File: src/rtl/onewire_pkg.sv
// Shared definitions for the 1-Wire master: FSM state encoding and the
// standard-speed bus timing defaults in microseconds.
package onewire_pkg;

    typedef enum logic [2:0] {
        ST_IDLE      = 3'd0,
        ST_RST_LOW   = 3'd1,
        ST_RST_WAIT  = 3'd2,
        ST_RST_REC   = 3'd3,
        ST_SLOT_LOW  = 3'd4,
        ST_SLOT_WAIT = 3'd5,
        ST_SLOT_END  = 3'd6
    } ow_state_e;

    localparam int DEF_CLK_FREQ_MHZ     = 10;
    localparam int DEF_T_RST_LOW_US     = 480;
    localparam int DEF_T_PRES_SAMPLE_US = 70;
    localparam int DEF_T_RST_REC_US     = 480;
    localparam int DEF_T_SLOT_US        = 70;
    localparam int DEF_T_LOW1_US        = 6;
    localparam int DEF_T_LOW0_US        = 60;
    localparam int DEF_T_SAMPLE_US      = 15;
    localparam int DEF_T_REC_US         = 10;

endpackage

File: src/rtl/onewire_master_sync.sv
// Two-flop synchronizer for the asynchronous open-drain bus level.
module sync_2ff #(
    parameter logic RESET_VAL = 1'b1
) (
    input  logic clk,
    input  logic rst_n,
    input  logic d,
    output logic q
);

    logic meta_q;
    logic sync_q;

    // NOTE: sequential state uses non-blocking assignments only, so every
    // flop samples the pre-edge value of its neighbour.
    always_ff @(posedge clk or negedge rst_n) begin
        if (!rst_n) begin
            meta_q <= RESET_VAL;
            sync_q <= RESET_VAL;
        end else begin
            meta_q <= d;
            sync_q <= meta_q;
        end
    end

    assign q = sync_q;

endmodule

File: src/rtl/onewire_master.sv
// 1-Wire bus master timing engine: reset/presence sequence and 8-bit
// LSB-first write/read slots on an open-drain bus.
module onewire_master
    import onewire_pkg::*;
#(
    parameter int CLK_FREQ_MHZ     = DEF_CLK_FREQ_MHZ,
    parameter int T_RST_LOW_US     = DEF_T_RST_LOW_US,
    parameter int T_PRES_SAMPLE_US = DEF_T_PRES_SAMPLE_US,
    parameter int T_RST_REC_US     = DEF_T_RST_REC_US,
    parameter int T_SLOT_US        = DEF_T_SLOT_US,
    parameter int T_LOW1_US        = DEF_T_LOW1_US,
    parameter int T_LOW0_US        = DEF_T_LOW0_US,
    parameter int T_SAMPLE_US      = DEF_T_SAMPLE_US,
    parameter int T_REC_US         = DEF_T_REC_US
) (
    input  logic clk,
    input  logic rst_n,
    input  logic enable,
    input  logic start_reset,
    input  logic start_write,
    input  logic start_read,
    input  logic data_to_send,
    output logic shift,
    output logic data_received,
    output logic ready,
    output logic done,
    output logic present_status,
    output logic ow_drive_low,
    input  logic ow_in
);

    localparam int CNT_W        = $clog2(T_RST_LOW_US * CLK_FREQ_MHZ + 1);
    localparam int RST_LOW_CYC  = T_RST_LOW_US * CLK_FREQ_MHZ;
    localparam int PRES_CYC     = T_PRES_SAMPLE_US * CLK_FREQ_MHZ;
    localparam int RST_REC_CYC  = T_RST_REC_US * CLK_FREQ_MHZ;
    localparam int LOW1_CYC     = T_LOW1_US * CLK_FREQ_MHZ;
    localparam int LOW0_CYC     = T_LOW0_US * CLK_FREQ_MHZ;
    localparam int SAMPLE_CYC   = T_SAMPLE_US * CLK_FREQ_MHZ;
    localparam int SLOT_END_CYC = (T_SLOT_US + T_REC_US) * CLK_FREQ_MHZ;

    ow_state_e        state_q, state_d;
    logic [CNT_W-1:0] cnt_q, cnt_d;
    logic [2:0]       bit_cnt_q, bit_cnt_d;
    logic             tx_bit_q, tx_bit_d;
    logic             writing_q, writing_d;
    logic             rx_bit_q, rx_bit_d;
    logic             present_q, present_d;
    logic             drive_q, drive_d;
    logic             shift_q, shift_d;
    logic             done_q, done_d;
    logic             ready_q, ready_d;
    logic             bus_sync;
    logic             in_slot;
    logic [CNT_W-1:0] low_last;

    sync_2ff #(.RESET_VAL(1'b1)) u_sync (
        .clk   (clk),
        .rst_n (rst_n),
        .d     (ow_in),
        .q     (bus_sync)
    );

    assign in_slot  = (state_q == ST_SLOT_LOW) || (state_q == ST_SLOT_WAIT) ||
                      (state_q == ST_SLOT_END);
    assign low_last = tx_bit_q ? CNT_W'(LOW1_CYC - 1) : CNT_W'(LOW0_CYC - 1);

    always_comb begin
        // NOTE: every variable gets its default first so no path infers a latch.
        state_d   = state_q;
        cnt_d     = cnt_q + CNT_W'(1);
        bit_cnt_d = bit_cnt_q;
        tx_bit_d  = tx_bit_q;
        writing_d = writing_q;
        rx_bit_d  = rx_bit_q;
        present_d = present_q;
        shift_d   = 1'b0;
        done_d    = 1'b0;

        if (!enable) begin
            state_d = ST_IDLE;
            cnt_d   = '0;
        end else begin
            unique case (state_q)
                ST_IDLE: begin
                    cnt_d     = '0;
                    bit_cnt_d = '0;
                    if (start_reset) begin
                        state_d   = ST_RST_LOW;
                        present_d = 1'b0;
                    end else if (start_write) begin
                        state_d   = ST_SLOT_LOW;
                        writing_d = 1'b1;
                        tx_bit_d  = data_to_send;
                    end else if (start_read) begin
                        state_d   = ST_SLOT_LOW;
                        writing_d = 1'b0;
                        tx_bit_d  = 1'b1;
                    end
                end
                ST_RST_LOW: begin
                    if (cnt_q == CNT_W'(RST_LOW_CYC - 1)) begin
                        state_d = ST_RST_WAIT;
                        cnt_d   = '0;
                    end
                end
                ST_RST_WAIT: begin
                    if (cnt_q == CNT_W'(PRES_CYC - 1)) begin
                        state_d   = ST_RST_REC;
                        present_d = ~bus_sync;
                    end
                end
                ST_RST_REC: begin
                    if (cnt_q == CNT_W'(RST_REC_CYC - 1)) begin
                        state_d = ST_IDLE;
                        cnt_d   = '0;
                        done_d  = 1'b1;
                    end
                end
                ST_SLOT_LOW: begin
                    if (cnt_q == low_last) state_d = ST_SLOT_WAIT;
                end
                ST_SLOT_WAIT: begin
                    if (cnt_q >= CNT_W'(SAMPLE_CYC - 1)) state_d = ST_SLOT_END;
                end
                ST_SLOT_END: begin
                    // Strobe early so the upstream shift lands before the next slot captures data_to_send.
                    if (cnt_q == CNT_W'(SLOT_END_CYC - 3)) shift_d = 1'b1;
                    if (cnt_q == CNT_W'(SLOT_END_CYC - 1)) begin
                        cnt_d     = '0;
                        bit_cnt_d = bit_cnt_q + 3'd1;
                        tx_bit_d  = writing_q ? data_to_send : 1'b1;
                        if (bit_cnt_q == 3'd7) begin
                            state_d = ST_IDLE;
                            done_d  = 1'b1;
                        end else begin
                            state_d = ST_SLOT_LOW;
                        end
                    end
                end
                default: begin
                    state_d = ST_IDLE;
                    cnt_d   = '0;
                end
            endcase

            if (in_slot && cnt_q == CNT_W'(SAMPLE_CYC - 1)) rx_bit_d = bus_sync;
        end

        drive_d = enable && ((state_d == ST_RST_LOW) || (state_d == ST_SLOT_LOW));
        ready_d = enable && (state_d == ST_IDLE);
    end

    always_ff @(posedge clk or negedge rst_n) begin
        if (!rst_n) begin
            state_q   <= ST_IDLE;
            cnt_q     <= '0;
            bit_cnt_q <= '0;
            tx_bit_q  <= 1'b0;
            writing_q <= 1'b0;
            rx_bit_q  <= 1'b0;
            present_q <= 1'b0;
            drive_q   <= 1'b0;
            shift_q   <= 1'b0;
            done_q    <= 1'b0;
            ready_q   <= 1'b0;
        end else begin
            state_q   <= state_d;
            cnt_q     <= cnt_d;
            bit_cnt_q <= bit_cnt_d;
            tx_bit_q  <= tx_bit_d;
            writing_q <= writing_d;
            rx_bit_q  <= rx_bit_d;
            present_q <= present_d;
            drive_q   <= drive_d;
            shift_q   <= shift_d;
            done_q    <= done_d;
            ready_q   <= ready_d;
        end
    end

    assign shift          = shift_q;
    assign data_received  = rx_bit_q;
    assign ready          = ready_q;
    assign done           = done_q;
    assign present_status = present_q;
    assign ow_drive_low   = drive_q;

endmodule

File: config.mk
export PLATFORM = sky130hd
export DESIGN_NAME = onewire_master
export DESIGN_NICKNAME = d
export VERILOG_FILES = /design/src/rtl/onewire_pkg.sv /design/src/rtl/onewire_master_sync.sv /design/src/rtl/onewire_master.sv
export SDC_FILE = /design/constraint.sdc
export NUM_CORES = 1
export LEC_CHECK = 0
export CAP_MARGIN = 10
export CELL_PAD_IN_SITES_DETAIL_PLACEMENT = 1
export CELL_PAD_IN_SITES_GLOBAL_PLACEMENT = 1
export CORE_MARGIN = 2
export CORE_UTILIZATION = 40
export DETAILED_ROUTE_END_ITERATION = 16
export PLACE_DENSITY = 0.83
export SLEW_MARGIN = 0
export SYNTH_ARGS = -nofsm -noshare
export SYNTH_HDL_FRONTEND = slang
export SYNTH_HIERARCHICAL = 1
export SYNTH_SLANG_ARGS = --single-unit
File: constraint.sdc
create_clock -name clk -period 4.9 [get_ports clk]
set_input_delay 0.735 -clock clk [delete_from_list [all_inputs] [get_ports clk]]
set_output_delay 0.735 -clock clk [all_outputs]
set_load 0.01 [all_outputs]
==> summary.txt <==
Run status
  – Status: complete, no violations

GRT
  – Initial antenna violation count: 0
  – All-layer global routing usage: between 10% and 20%
  – Global-route wire length before repair: 6880 um
  – Largest net degree at the start of global routing: 30
  – Vias in the first global route: roughly 1500
  – Global route total overflow: 0

CTS
  – Clock Path Buffers: 2
  – TritonCTS buffer count: 5
  – Root Buffer: clkbuf_8
  – Clock tree from TritonCTS: built
  – Worst skew pair latency: between 0.2 and 0.3 ns
  – Htree depth: 2
  – Clock Sinks: 29
  – Setup Fix Bufs, Post-CTS: 0
  – CTS Hold Bufs: 0
  – Clock transition at path regs: ~0.06 ns
  – Post-cts resize count: 0

Worst setup path
  – WP data arrival: about 2.7 ns
  – CP max stage delay: ~0.8 ns
  – CP max FO: 13
  – Worst path slowest cell: o31ai_2
  – Worst Setup Start Kind: register
  – Crit path cell chain: ha_1 -> nor4b_1 -> and4bb_2 -> nor3_1 -> o31ai_2 -> nor2_1
  – CP required: ~5.0 ns
  – Setup crit end kind: register
  – Critical path class: reg2reg

Pwr
  – Pint: between 300 and 400 uW
  – Static Leak: 0.000794 uW
  – Flop pwr share: about half
  – Comb pwr share: about a tenth
  – Power share of the clock group: between 40% and 50%
  – Peak supply drop: 0.000126 V
  – Sw power: 132 uW
  – Switching Share: 24.8%
  – Cell Pwr Density: around 280 nW/um^2

Die
  – Row count: 24
  – Chip width: between 70 and 80 um
  – Num ports: 14
  – Initial core utilization: between 40% and 50%
  – Die Ht: 70.5 um
  – Total die area: 4970 um^2
  – Core area: 4290 um^2

Synth
  – Warnings from Yosys: 6
  – Synthesized area per cell: between 10 and 15 um^2
  – Synth Cell Area: between 1500 and 2000 um^2
  – Syn nets: about 190
  – Post-synthesis cell type count: ~50
  – Flops & latches, synth: 29
  – Post-synth EDFFs: 0
  – Cell count after synthesis: 173
  – Main synth FF type: dfrtp_1
  – Sequential share of the synthesized area: between 40% and 50%
  – Ys async rst share: between 90% and 100%

Final layout
  – Fin nets: roughly 190
  – Filler cell count: approximately 500
  – Layout cells sized above 1: 14.2%
  – Synth-to-layout area growth: 8.35%
  – Ant diodes: 0
  – Post-Layout Cell Count: about 240

STA
  – Final period util: between 50% and 60%
  – Setup TNS: 0 ns
  – Pins over their slew limit: 0
  – Clk_skew: ~0.0045 ns
  – Slew HR: a little under two fifths
  – Final setup fails: 0
  – RSZ-0062 raised after global routing: false
  – Final Critical Period: 2.53 ns
  – Worst-margin pin slew: 0.930 ns
  – Final hold vios: 0
  – Maximum clock frequency: between 300 and 400 MHz

Routing
  – DR vias: approximately 1300
  – Residual DRC: 0
  – Post-DRT Antenna Nets: 0
  – Avg Vias per Cell: 5.56
  – DRT Pass-1 Iters: 4
  – Routed wire length: between 3000 and 4000 um
  – Initial DRC count: 49
  – Drt wl/cell: about 17 um

Place
  – GPL Wtd Cong: about 0.81
  – Hpwl dp: between 2000 and 3000 um
  – Placed Instances: between 200 and 250
  – IO Port Bufs: 13

Flow run
  – MaxCap Viol Count: 0

Worst hold path
  – HP Class: reg2reg
## metrics by stage
step                      power [uW]  util, %  area (um^2)  setup WS [ns]  hold WS (ns)
after floorplan                  297        -         1770           2.95         0.345
after global placement           314     42.2         1810           2.45         0.348
after detailed placement         317     42.2         1810           2.33         0.351
after CTS                        541     44.6         1920           2.34         0.360
after global routing             563     44.6         1920           2.13         0.365
final                            532     44.6         1920           2.37         0.357
## layer usage
metal	GRT usage, %	vias up	wire, um
met5	0	-	0
met3	5.19	6	136
met4	7.91	0	70
li1	-	632	-
met1	23.0	646	1880
met2	28.3	22	1800
## worst max-delay path: cells and delay by family, from the launching register on
kind | cells | cell delay, ns
AND/OR/NAND/NOR | 4 | 0.88
AO/OA/AOI/OAI | 1 | 0.80
flip-flops | 1 | 0.45
adder cells (fa/ha/maj) | 1 | 0.25
## cell usage in the layout (no fill, tap or decap), drive strengths merged, types with 3 or more instances in the layout
cell and count:
a21oi 3, and2 3, and3 4, and4 3
clkbuf 7, clkdlybuf4s50 13, dfrtp 27, ha 4
inv 5, mux2 4, nand2 15, nand3 7
nand4 7, nor2 22, nor2b 4, nor3 3
nor4b 3, o21ai 6, xnor2 4, xor2 7
## power groups by stage
stage	clock, uW	combinational (uW)	sequential [uW]
2_1_floorplan	0	37.2	260
3_3_place_gp	0	51.0	263
3_5_place_dp	0	52.7	264
4_1_cts	228	53.0	260
5_1_grt	243	58.9	261
6_report	220	51.8	260
## logic make-up after synthesis
group                      share of synthesized area, %
xor gates and xnor gates                           5.45
AOI/OAI and AO/OA                                  11.0
buffers and inverters                              9.91
adders and majority gates                          2.83
muxes                                              3.68
and+or+nand+nor                                    26.0
DFF                                                41.2
## final timing paths
path                       cells past startpoint             to           from  slack (ns)
max                                            6       cnt_q[8]       cnt_q[0]        2.37
min                                            0       u_sync/q  u_sync/meta_q        0.36
max reg2reg                                    6       cnt_q[8]       cnt_q[0]        2.37
min reg2reg                                    0       u_sync/q  u_sync/meta_q        0.36
max in group asynchronous                      2  u_sync/meta_q          rst_n        3.76
min in group asynchronous                      2     state_q[2]          rst_n        0.83
## Yosys cell counts (all sizes together), types with 4 or more instances
cell	count	area, um^2
nor2	22	82.6
ha	4	50.1
o21ai	6	30.0
dfrtp	27	676
nand2	15	56.3
nor2b	4	25.0
nand4	7	43.8
clkbuf	8	100
and3	4	25.0
xor2	7	61.3
inv	5	18.8
mux2	4	45.0
xnor2	4	35.0
nand3	7	40.0
## sequential cells by signal, indices dropped and copies added, names as in the netlist
name / cells
data_received: 1
shift: 1
bit_cnt_q: 3
tx_bit_q: 1
done: 1
u_sync/meta_q: 1
u_sync/q: 1
cnt_q: 13
state_q: 3
writing_q: 1
ready: 1
ow_drive_low: 1
present_status: 1
## layout make-up
type	count	area, um^2	area share (%)
Clock buffer	7	96.3	5.03
Tap cell	52	65.1	3.40
Multi-Input combinational cell	127	865	45.1
Sequential cell	29	728	38.0
Clock inverter	1	5.00	0.261
Inverter	5	18.8	0.980
Timing Repair Buffer	14	138	7.18
Power figures use the tool's default switching activity.
